## config.mk

```make
export PLATFORM = sky130hd
export DESIGN_NAME = if_fetch_stage
export DESIGN_NICKNAME = d
export VERILOG_FILES = /design/src/rtl/if_fetch_stage.sv
export SDC_FILE = /design/constraint.sdc
export NUM_CORES = 1
export LEC_CHECK = 0
export ABC_CLOCK_PERIOD_IN_PS = 3100
export CAP_MARGIN = 20
export CORE_AREA = 2 2 154 126
export DETAILED_ROUTE_END_ITERATION = 8
export DIE_AREA = 0 0 156 128
export GPL_TIMING_DRIVEN = 1
export PLACE_DENSITY = 0.83
export SKIP_LAST_GASP = 1
export SLEW_MARGIN = 15
export SYNTH_ARGS = -nofsm -noshare
export SYNTH_HDL_FRONTEND = slang
export SYNTH_SLANG_ARGS = --single-unit
export TNS_END_PERCENT = 30
```

## constraint.sdc

```tcl
create_clock -name clk_i -period 3.1 [get_ports clk_i]
set_input_delay 0.775 -clock clk_i [delete_from_list [all_inputs] [get_ports clk_i]]
set_output_delay 0.775 -clock clk_i [all_outputs]
set_load 0.01 [all_outputs]
```

## src/rtl/if_fetch_stage.sv

```systemverilog
// rtl/if_fetch_stage.sv - instruction fetch stage: PC, I-cache req/ack, skid buffer, redirect drop
// Optional macro IF_PERF_CNT_EN adds saturating fetch-wait and redirect counters.
module if_fetch_stage #(
  parameter logic [31:0] RESET_PC = 32'h0000_0000,
  parameter logic [31:0] NOP_INST = 32'h0000_0013
) (
  input  logic        clk_i,
  input  logic        rst_ni,
  input  logic        stall_if_i,
  input  logic        flush_id_i,
  input  logic [1:0]  pc_taken_i,
  input  logic [31:0] target_i,
  output logic        icache_req_o,
  output logic [31:0] icache_addr_o,
  input  logic        icache_ack_i,
  input  logic [31:0] icache_rdata_i,
  output logic [31:0] inst_id_o,
  output logic [31:0] pc_id_o,
  output logic        valid_id_o,
  output logic        fetch_wait_o
`ifdef IF_PERF_CNT_EN
  ,
  output logic [31:0] perf_wait_cyc_o,
  output logic [31:0] perf_redirect_o
`endif
);

  typedef enum logic [1:0] {S_IDLE, S_FETCH, S_HOLD, S_DROP} state_t;

  state_t      state_q;
  logic [31:0] pc_q;
  logic [31:0] req_addr_q;
  logic        req_q;
  logic        buf_valid_q;
  logic [31:0] buf_inst_q;
  logic [31:0] buf_pc_q;

  logic        redirect;
  logic [31:0] target_word;
  logic [31:0] pc_next;
  logic        load_fetch;
  logic        load_buf;
  logic        unused_target_bits;

  assign redirect           = (pc_taken_i == 2'b01) || (pc_taken_i == 2'b10);
  assign target_word        = {target_i[31:2], 2'b00};
  assign unused_target_bits = ^target_i[1:0];
  assign pc_next            = pc_q + 32'd4;

  assign icache_req_o  = req_q;
  assign icache_addr_o = req_addr_q;
  assign fetch_wait_o  = ((state_q == S_FETCH) || (state_q == S_DROP)) && !icache_ack_i;

  // A word reaches IF/ID either straight from the cache or from the skid buffer.
  assign load_fetch = (state_q == S_FETCH) && icache_ack_i && !redirect && !stall_if_i;
  assign load_buf   = (state_q == S_HOLD) && buf_valid_q && !redirect && !stall_if_i;

  always_ff @(posedge clk_i or negedge rst_ni) begin
    if (!rst_ni) begin
      state_q     <= S_IDLE;
      pc_q        <= RESET_PC;
      req_addr_q  <= RESET_PC;
      req_q       <= 1'b0;
      buf_valid_q <= 1'b0;
      buf_inst_q  <= NOP_INST;
      buf_pc_q    <= 32'd0;
    end else begin
      case (state_q)
        S_IDLE: begin
          state_q <= S_FETCH;
          req_q   <= 1'b1;
          if (redirect) begin
            pc_q       <= target_word;
            req_addr_q <= target_word;
          end
        end
        S_FETCH: begin
          if (redirect) begin
            pc_q <= target_word;
            // An open request must keep its address, so the stale reply is drained in S_DROP.
            if (icache_ack_i) req_addr_q <= target_word;
            else              state_q    <= S_DROP;
          end else if (icache_ack_i) begin
            pc_q <= pc_next;
            if (stall_if_i) begin
              buf_valid_q <= 1'b1;
              buf_inst_q  <= icache_rdata_i;
              buf_pc_q    <= req_addr_q;
              req_q       <= 1'b0;
              state_q     <= S_HOLD;
            end else begin
              req_addr_q <= pc_next;
            end
          end
        end
        S_HOLD: begin
          if (redirect || !stall_if_i) begin
            buf_valid_q <= 1'b0;
            req_q       <= 1'b1;
            state_q     <= S_FETCH;
            pc_q        <= redirect ? target_word : pc_q;
            req_addr_q  <= redirect ? target_word : pc_q;
          end
        end
        S_DROP: begin
          if (redirect) pc_q <= target_word;
          if (icache_ack_i) begin
            state_q    <= S_FETCH;
            req_addr_q <= redirect ? target_word : pc_q;
          end
        end
        default: begin
          state_q <= S_IDLE;
          req_q   <= 1'b0;
        end
      endcase
    end
  end

  always_ff @(posedge clk_i or negedge rst_ni) begin
    if (!rst_ni) begin
      inst_id_o  <= NOP_INST;
      pc_id_o    <= 32'd0;
      valid_id_o <= 1'b0;
    end else if (flush_id_i) begin
      inst_id_o  <= NOP_INST;
      valid_id_o <= 1'b0;
    end else if (stall_if_i) begin
      inst_id_o  <= inst_id_o;
      valid_id_o <= valid_id_o;
    end else if (load_fetch) begin
      inst_id_o  <= icache_rdata_i;
      pc_id_o    <= req_addr_q;
      valid_id_o <= 1'b1;
    end else if (load_buf) begin
      inst_id_o  <= buf_inst_q;
      pc_id_o    <= buf_pc_q;
      valid_id_o <= 1'b1;
    end else begin
      inst_id_o  <= NOP_INST;
      valid_id_o <= 1'b0;
    end
  end

`ifdef IF_PERF_CNT_EN
  always_ff @(posedge clk_i or negedge rst_ni) begin
    if (!rst_ni) begin
      perf_wait_cyc_o <= 32'd0;
      perf_redirect_o <= 32'd0;
    end else begin
      if (fetch_wait_o && (perf_wait_cyc_o != 32'hFFFF_FFFF))
        perf_wait_cyc_o <= perf_wait_cyc_o + 32'd1;
      if (redirect && (perf_redirect_o != 32'hFFFF_FFFF))
        perf_redirect_o <= perf_redirect_o + 32'd1;
    end
  end
`endif

endmodule

```

==> flow_summary.toml <==
[cts]
post_cts_buffers = 0
cts.htree.levels = 4
ctsHoldBuffers = 0
numCtsBuffers = 17
cts.sinks = 197
post_cts_resized = 0
cts_tree = "yes"
clk_pin_slew_ns = 0.08
clockRootBuffer = "clkbuf_16"
cts_buffer_depth = 2
clk_latency_ns = 0.44

[worst_setup_path]
slowest_stage = "clkdlybuf4s50_1"
max_stage_delay_ns = 0.57
cp_num_buf_inv = 3
cp-end-kind = "output pin"
start_kind = "input port"
crit_fanout = 3
worstPathRequired_ns = 2.32
reg2reg_slack_ns = 0.60
crit_type = "in2out"
path_cells = "clkdlybuf4s50_1 > nand2b_1 > inv_1 > clkdlybuf4s50_1"
crit_top_cell = "clkdlybuf4s50_1"
cp.arrival_ns = 2.06
path_delay_family = "buffers and inverters"

[timing]
fin_crit_ns = 2.83
fmaxAchievable_mhz = 353
slew-limit-headroom = 0.526
setup_slack_ns = 0.267
drv_slew = 0
layout_worst_path_cycle_share = 0.914
rsz0062_at_grt = "false"
setup_tns_ns = 0
skew_ns = 0.00933
hold_viol = 0
hold_slack_ns = 0.325
worst_slew_pin_slew_ns = 0.705
finalSetupViolCount = 0

[layout]
nNetsFinal = 1206
syn2layout_area_growth_pct = 25.9
stdcell_area_um2 = 12600
drive_gt1_frac = 0.143
stdcell_count = 1382
diodes = 0
final_core_util = 0.682

[floorplan]
coreArea_um2 = 18500
start_util = 0.542
io-pin-count = 170
fp.dieH_um = 128
rows = 45
fp.dieArea_um2 = 20000
die_w_um = 156

[yosys]
synth_seq_cells = 197
synth_edf_count = 0
syn-num-nets = 1054
synth_ff_type = "dfrtp_1"
synth_cells = 982
ys_warn_count = 0
ys_seq_area_frac = 0.492
synth_cell_types = 68
syn_area_um2 = 10000
avgSynthCellArea_um2 = 10.2
synthArstFlopShare = 1.00

[drt]
vias = 8212
wl_per_cell_um = 18.8
drt-total-wl_um = 25900
firstDrtPassIters = 5
via_per_inst = 5.94
drtIter0Drc = 804
drtAntennaViolNets = 0
drc = 0

[global_routing]
grt_pass1_wl_um = 41800
grt_usage = 0.267
overflow = 0
first_global_vias = 7897
antenna_found_initial = 0
grt_max_degree = 69

[run_status]
status = "complete, no violations"

[hold_path]
min_path_type = "in2async"

[pwr]
p_per_area_nw_per_um2 = 692
leakage_nw = 5.07
peakVddDrop_uv = 468
total_power_mw = 8.73

[place]
hpwl_um = 18000
place_congestion = 0.905
io_buffers = 167
placed_area_um2 = 12000
dpl.cell_count = 1350
pre_cts_slack_ns = 0.210

[run]
cap_viol_max_count = 0
[final timing paths]
check / startpoint / to / depth (start not counted)
worst max-delay path: icache_ack_i / fetch_wait_o / 4
worst min-delay path: rst_ni / inst_id_o[20] / 1
worst max register to register: state_q[0] / buf_pc_q[5] / 5
worst min register to register: inst_id_o[7] / inst_id_o[7] / 2
max in group asynchronous: rst_ni / pc_q[24] / 2
min in group clk_i: inst_id_o[7] / inst_id_o[7] / 2
[layout by cell type (no fill, tap or decap), types with 7 or more instances in the layout]
cell / count
xor2_1: 21
nand2_1: 136
clkbuf_16: 17
dfrtp_1: 191
o21ai_0: 71
a21oi_1: 36
a221oi_1: 10
o22ai_1: 9
nor3_1: 9
nor4_1: 7
a22o_1: 11
xnor2_1: 11
buf_4: 30
clkdlybuf4s50_1: 166
o21ai_1: 24
mux2_2: 68
a22oi_1: 7
a31oi_1: 14
nor2_1: 68
nand4_1: 10
mux2i_1: 68
buf_12: 8
nand3_1: 35
[final cells by class]
type | instances | area, µm²
Tap cell | 235 | 294
Sequential cell | 197 | 4940
Clock inverter | 15 | 178
Timing Repair Buffer | 205 | 2060
Clock buffer | 17 | 425
Fill cell | 1394 | 5900
Multi-Input combinational cell | 707 | 4710
Inverter | 6 | 22.5
[cell usage after synthesis (10+ instances only)]
| library cell | instances | share of area |
|---|---|---|
| nand2_1 | 136 | 0.051 |
| buf_4 | 14 | 0.010 |
| a22o_1 | 11 | 0.0096 |
| dfrtp_1 | 191 | 0.48 |
| xnor2_1 | 12 | 0.010 |
| a21oi_1 | 36 | 0.018 |
| a31oi_1 | 14 | 0.0087 |
| mux2i_1 | 68 | 0.068 |
| nor2_1 | 69 | 0.026 |
| nand3_1 | 35 | 0.017 |
| clkbuf_1 | 23 | 0.0086 |
| xor2_1 | 21 | 0.018 |
| nand4_1 | 10 | 0.0062 |
| o21ai_0 | 71 | 0.035 |
| a221oi_1 | 10 | 0.0087 |
| buf_2 | 29 | 0.014 |
| o21ai_1 | 24 | 0.012 |
| mux2_2 | 68 | 0.076 |
[layer usage]
metal  vias up  track usage  wire length, µm
li1       3829            -                -
met1      4001        0.372            11500
met2       359        0.424            12000
met3        23       0.0649             2210
met4         0       0.0658              248
met5         -            0                0
[kinds of logic after synthesis]
| logic type | Yosys count | synth area share |
|---|---|---|
| fa+ha+maj | 2 | 0.00225 |
| mux | 140 | 0.149 |
| xor+xnor | 34 | 0.0304 |
| flops | 197 | 0.492 |
| simple gates | 313 | 0.152 |
| compound gates | 218 | 0.133 |
| buf+inv | 78 | 0.0410 |
[state kept, by name, indices dropped and copies added (netlist names)]
| register | cells |
|---|---|
| icache_req_o | 1 |
| pc_id_o | 32 |
| pc_q | 32 |
| buf_valid_q | 1 |
| valid_id_o | 1 |
| state_q | 2 |
| buf_inst_q | 32 |
| buf_pc_q | 32 |
| icache_addr_o | 32 |
| inst_id_o | 32 |
[where the power goes]
| part | internal [mW] | switching [mW] | total [mW] |
|---|---|---|---|
| sequential | 3.31 | 0.571 | 3.88 |
| clock | 1.09 | 1.13 | 2.22 |
| combinational | 1.42 | 1.20 | 2.63 |
| total | 5.83 | 2.90 | 8.73 |
No activity file was read; power rests on OpenSTA's default activity.
